## config.mk

```make
export PLATFORM = sky130hd
export DESIGN_NAME = axi_eth_rx_arb
export DESIGN_NICKNAME = d
export VERILOG_FILES = /design/src/rtl/axi_eth_rx_arb.sv
export SDC_FILE = /design/constraint.sdc
export NUM_CORES = 1
export LEC_CHECK = 0
export ABC_AREA = 1
export CAP_MARGIN = 10
export CORE_MARGIN = 2
export CORE_UTILIZATION = 41
export CTS_CLUSTER_DIAMETER = 150
export DETAILED_ROUTE_END_ITERATION = 10
export PLACE_DENSITY = 0.82
export SETUP_SLACK_MARGIN = 0.2
export SLEW_MARGIN = 20
export SYNTH_ARGS = -nofsm -noshare
export SYNTH_HDL_FRONTEND = slang
export SYNTH_SLANG_ARGS = --single-unit
```

## constraint.sdc

```tcl
create_clock -name s2mm_clk -period 1.6 [get_ports s2mm_clk]
set_clock_uncertainty 0.15 [all_clocks]
set_input_delay 0.16 -clock s2mm_clk [delete_from_list [all_inputs] [get_ports s2mm_clk]]
set_output_delay 0.16 -clock s2mm_clk [all_outputs]
set_load 0.005 [all_outputs]
```

## src/rtl/axi_eth_rx_arb.sv

```systemverilog
// Frame-atomic two-port round-robin arbiter merging good-frame streams toward S2MM DMA.
// Optional per-port frame counters are compiled in with `define AXI_ETH_ARB_CNT_EN.
module axi_eth_rx_arb #(
  parameter int C_DW    = 64,
  parameter int C_CNT_W = 32
) (
  input  logic                s2mm_clk,
  input  logic                s2mm_rst_n,
  input  logic [C_DW-1:0]     s0_tdata,
  input  logic [C_DW/8-1:0]   s0_tkeep,
  input  logic                s0_tlast,
  input  logic                s0_tvalid,
  output logic                s0_tready,
  input  logic [C_DW-1:0]     s1_tdata,
  input  logic [C_DW/8-1:0]   s1_tkeep,
  input  logic                s1_tlast,
  input  logic                s1_tvalid,
  output logic                s1_tready,
  output logic [C_DW-1:0]     m_tdata,
  output logic [C_DW/8-1:0]   m_tkeep,
  output logic                m_tlast,
  output logic                m_tvalid,
  output logic                m_tuser,
  input  logic                m_tready
`ifdef AXI_ETH_ARB_CNT_EN
  ,
  output logic [C_CNT_W-1:0]  frm_cnt0,
  output logic [C_CNT_W-1:0]  frm_cnt1,
  input  logic                cnt_clr
`endif
);

  typedef enum logic [1:0] {IDLE, GNT0, GNT1} state_t;

  state_t state;
  logic   last_gnt;
  logic   out_free;
  logic   acc0;
  logic   acc1;

  // Ready follows the output stage combinationally so a stalled beat blocks its source at once.
  always_comb begin
    out_free  = ~m_tvalid | m_tready;
    s0_tready = (state == GNT0) & out_free;
    s1_tready = (state == GNT1) & out_free;
    acc0      = s0_tvalid & s0_tready;
    acc1      = s1_tvalid & s1_tready;
  end

  always_ff @(posedge s2mm_clk or negedge s2mm_rst_n) begin
    if (!s2mm_rst_n) begin
      state    <= IDLE;
      last_gnt <= 1'b1;
      m_tdata  <= '0;
      m_tkeep  <= '0;
      m_tlast  <= 1'b0;
      m_tvalid <= 1'b0;
      m_tuser  <= 1'b0;
    end else begin
      case (state)
        IDLE: begin
          // Under contention the port that did not win last time goes first.
          if (s0_tvalid && (!s1_tvalid || last_gnt)) begin
            state    <= GNT0;
            last_gnt <= 1'b0;
          end else if (s1_tvalid) begin
            state    <= GNT1;
            last_gnt <= 1'b1;
          end
        end
        GNT0:    if (acc0 && s0_tlast) state <= IDLE;
        GNT1:    if (acc1 && s1_tlast) state <= IDLE;
        default: state <= IDLE;
      endcase

      if (acc0) begin
        m_tdata  <= s0_tdata;
        m_tkeep  <= s0_tkeep;
        m_tlast  <= s0_tlast;
        m_tuser  <= 1'b0;
        m_tvalid <= 1'b1;
      end else if (acc1) begin
        m_tdata  <= s1_tdata;
        m_tkeep  <= s1_tkeep;
        m_tlast  <= s1_tlast;
        m_tuser  <= 1'b1;
        m_tvalid <= 1'b1;
      end else if (m_tready) begin
        m_tvalid <= 1'b0;
      end
    end
  end

`ifdef AXI_ETH_ARB_CNT_EN
  always_ff @(posedge s2mm_clk or negedge s2mm_rst_n) begin
    if (!s2mm_rst_n) begin
      frm_cnt0 <= '0;
      frm_cnt1 <= '0;
    end else if (cnt_clr) begin
      frm_cnt0 <= '0;
      frm_cnt1 <= '0;
    end else begin
      if (acc0 && s0_tlast) frm_cnt0 <= frm_cnt0 + C_CNT_W'(1);
      if (acc1 && s1_tlast) frm_cnt1 <= frm_cnt1 + C_CNT_W'(1);
    end
  end
`endif

endmodule

```

==> results.py <==
metrics = {
    "detailed_routing": {
        "drtPass1Iterations": 5,
        "antenna_left": 0,
        "drt-total-wl_mm": 15.79,
        "drt-initial-drc-count": 347,
        "wl_per_cell_um": 15.02,
        "vias_per_cell": 4.938,
        "via_count": 5190,
        "remaining_drc_errors": 0,
    },
    "worst_hold_path": {
        "hp-class": "input pin to async pin",
    },
    "timing": {
        "grt_setup_unrepaired": "true",
        "min_period_ns": 1.581,
        "tightestPinTransition_ns": 0.4301,
        "max_slew_margin_pct": 71.33,
        "min_period_over_period_pct": 98.79,
        "setup_ws_ns": 0.01943,
        "setup_viol": 0,
        "drv_slew": 0,
        "hold_viol_final": 0,
        "fmax_mhz": 632.7,
    },
    "floorplan": {
        "start_util_pct": 41.69,
        "die_y_um": 108.8,
        "dieArea_um2": 11830,
        "core_area_um2": 10790,
        "io_pins": 228,
        "die_x_um": 108.8,
        "rows": 38,
    },
    "synth": {
        "ys_seq_area_share_pct": 43.41,
        "synth_fp_nets": 813,
        "syn_area_per_cell_um2": 6.797,
        "yosysWarnings": 0,
        "ys_types": 16,
        "ys_ff_latch": 78,
        "synth.cell_area_um2": 4499,
        "syn_inst": 662,
    },
    "status": {
        "outcome": "finished clean",
    },
    "place": {
        "dp_hpwl_mm": 9.815,
        "finalWeightedCongestion": 0.8587,
        "place_area_um2": 6969,
        "post-place-ws_ns": -0.2726,
        "io_buffers": 227,
    },
    "clocking": {
        "cts_buffers": 9,
        "clk-insertion-delay-late_ns": 0.33,
        "numClockSinks": 78,
        "cts_buffer_depth": 2,
        "root_buffer": "clkbuf_8",
        "cts_tree": "yes",
        "cts.clk_slew.worst_paths_ns": 0.08,
        "cts_htree_levels": 3,
    },
    "finish": {
        "area_growth_syn_to_layout_pct": 70.27,
        "nNetsFinal": 1059,
        "diodes": 0,
        "layout-drive-gt1-share_pct": 10.32,
        "design_area_um2": 7661,
        "post-route-util_pct": 70.98,
    },
    "global_routing": {
        "grt_max_degree": 79,
        "grt_pass1_wl_mm": 23.82,
        "grtUsageTotal_pct": 25.48,
        "antenna_found_initial": 0,
        "grt_pass1_vias": 4935,
        "gr-total-overflow": 0,
    },
    "critical_path": {
        "regToRegSetupSlack_ns": 0.02,
        "timing.rr.end": "m_tdata[2]",
        "critical_path_arrival_ns": 1.72,
        "slowest_delay_ns": 0.42,
        "critical_path_class": "flip-flop to flip-flop",
        "path_cells": "buf_6 > nor2_4 > nand3_4 > nand2_4 > buf_12 > buf_8 > nand3_1 > nand2_1",
        "worst_r2r_startpoint": "state[1]",
        "worst_path_max_delay_cell": "dfrtp_1",
        "rr_worst_depth": 8,
        "cp-end-kind": "flip-flop",
        "cp.required_ns": 1.74,
        "start_kind": "flip-flop",
        "path_max_fanout": 19,
    },
    "job": {
        "cap_violations": 0,
    },
    "power_and_ir_drop": {
        "p_leak_nw": 4.328,
        "fin_total_pwr_mw": 11.29,
        "p_per_area_nw_per_um2": 1474,
        "irDropWorstVdd_v": 0.0007966,
    },
}
[final cells by class]
cell class,instances,area [um^2]
clock buffers,10,137.6
inverters,152,575.6
repair buffers,281,2872
multi-input cells,386,1828
flip-flops and latches,78,1953
fillers,917,3132
well taps,140,175.2
clock inverters,4,120.1
[through the flow]
step | std cells | setup TNS, ns | hold slack (ns)
after floorplan | 662 | 0 | -0.2856
after global placement | 1008 | -11.92 | 0.06939
after detailed placement | 1008 | -14.07 | 0.07185
after CTS | 1040 | 0 | 0.2447
after global routing | 1051 | -1.252 | 0.3007
final | 1051 | 0 | 0.2452
[synth_stat cells]
library cell  instances  share of area, %
buf_1                 4              0.33
buf_2                27               3.0
buf_4                 7               1.2
clkbuf_1              8              0.67
dfrtp_1              77                43
dfstp_2               1              0.58
inv_1               148                12
inv_2                 4              0.33
nand2_1             226                19
nand2_2               1              0.14
nand3_1              76               8.5
nand4_1              74                10
nor2_1                2              0.17
nor2_2                2              0.28
nor3_1                2              0.22
o21ai_0               3              0.33
[critical path: cells and delay by family (launching register included)]
| family | cells | cell delay [ns] |
|---|---|---|
| DFF | 1 | 0.42 |
| and+or+nand+nor | 5 | 0.54 |
| buffers and inverters | 3 | 0.43 |
[report_power, final]
part	total (mW)	internal, mW	leakage (nW)	switching (mW)
Combinational	5.94	2.97	3.24	2.97
Clock	1.94	1.22	0.128	0.715
Sequential	3.42	2.94	0.964	0.480
Total	11.3	7.13	4.33	4.17
[worst max-delay path by stage]
| stage | to | depth (start not counted) | start | slack [ns] |
|---|---|---|---|---|
| CTS | m_tdata[2] | 8 | state[1] | 0.03 |
| global placement | s1_tready | 6 | m_tready | -0.25 |
| finish | m_tdata[2] | 8 | state[1] | 0.02 |
| global route | m_tkeep[7] | 8 | state[1] | -0.05 |
| floorplan | m_tdata[15] | 8 | state[0] | 0.20 |
| detailed placement | s1_tready | 6 | m_tready | -0.27 |
[layout by cell type, fill, tap and decap left out, drive strengths merged]
cell type,Yosys,routed
nand3,76,76
nand2,227,227
clkbuf,8,14
nor2,4,4
bufinv,0,4
inv,152,152
nand4,74,74
o21ai,3,3
nor3,2,2
dlygate4sd3,0,1
dfrtp,77,77
buf,38,53
dfstp,1,1
dlygate4sd2,0,75
clkdlybuf4s50,0,148
[layer usage]
metal	GRT usage [%]	part of all wire, %
met5	0	0
met4	6.685	2.3
met3	6.575	7.8
met2	43.57	49
met1	32.06	41
[registers in the layout (all words and copies together), names as in the netlist]
signal / count
m_tdata: 64
state: 2
last_gnt: 1
m_tuser: 1
m_tlast: 1
m_tvalid: 1
m_tkeep: 8
[timing repair]
item | 4_1_cts | 5_1_grt
gates cloned | 3 | 6
endpoints found under the hold margin | 77 | 0
setup buffers | 14 | 5
pin swaps | 6 | 3
resized for setup | 115 | 16
hold buffers | 1 | 0
setup endpoints to repair | 154 | 79
[kinds of logic (layout without fill, tap and decap cells)]
kind of cell | Yosys count | in the layout | share of synthesized area [%]
compound gates | 3 | 3 | 0.3336
simple gates | 383 | 383 | 38.40
buf+inv | 198 | 447 | 17.85
flops | 78 | 78 | 43.41
(Power assumes the default switching activity.)
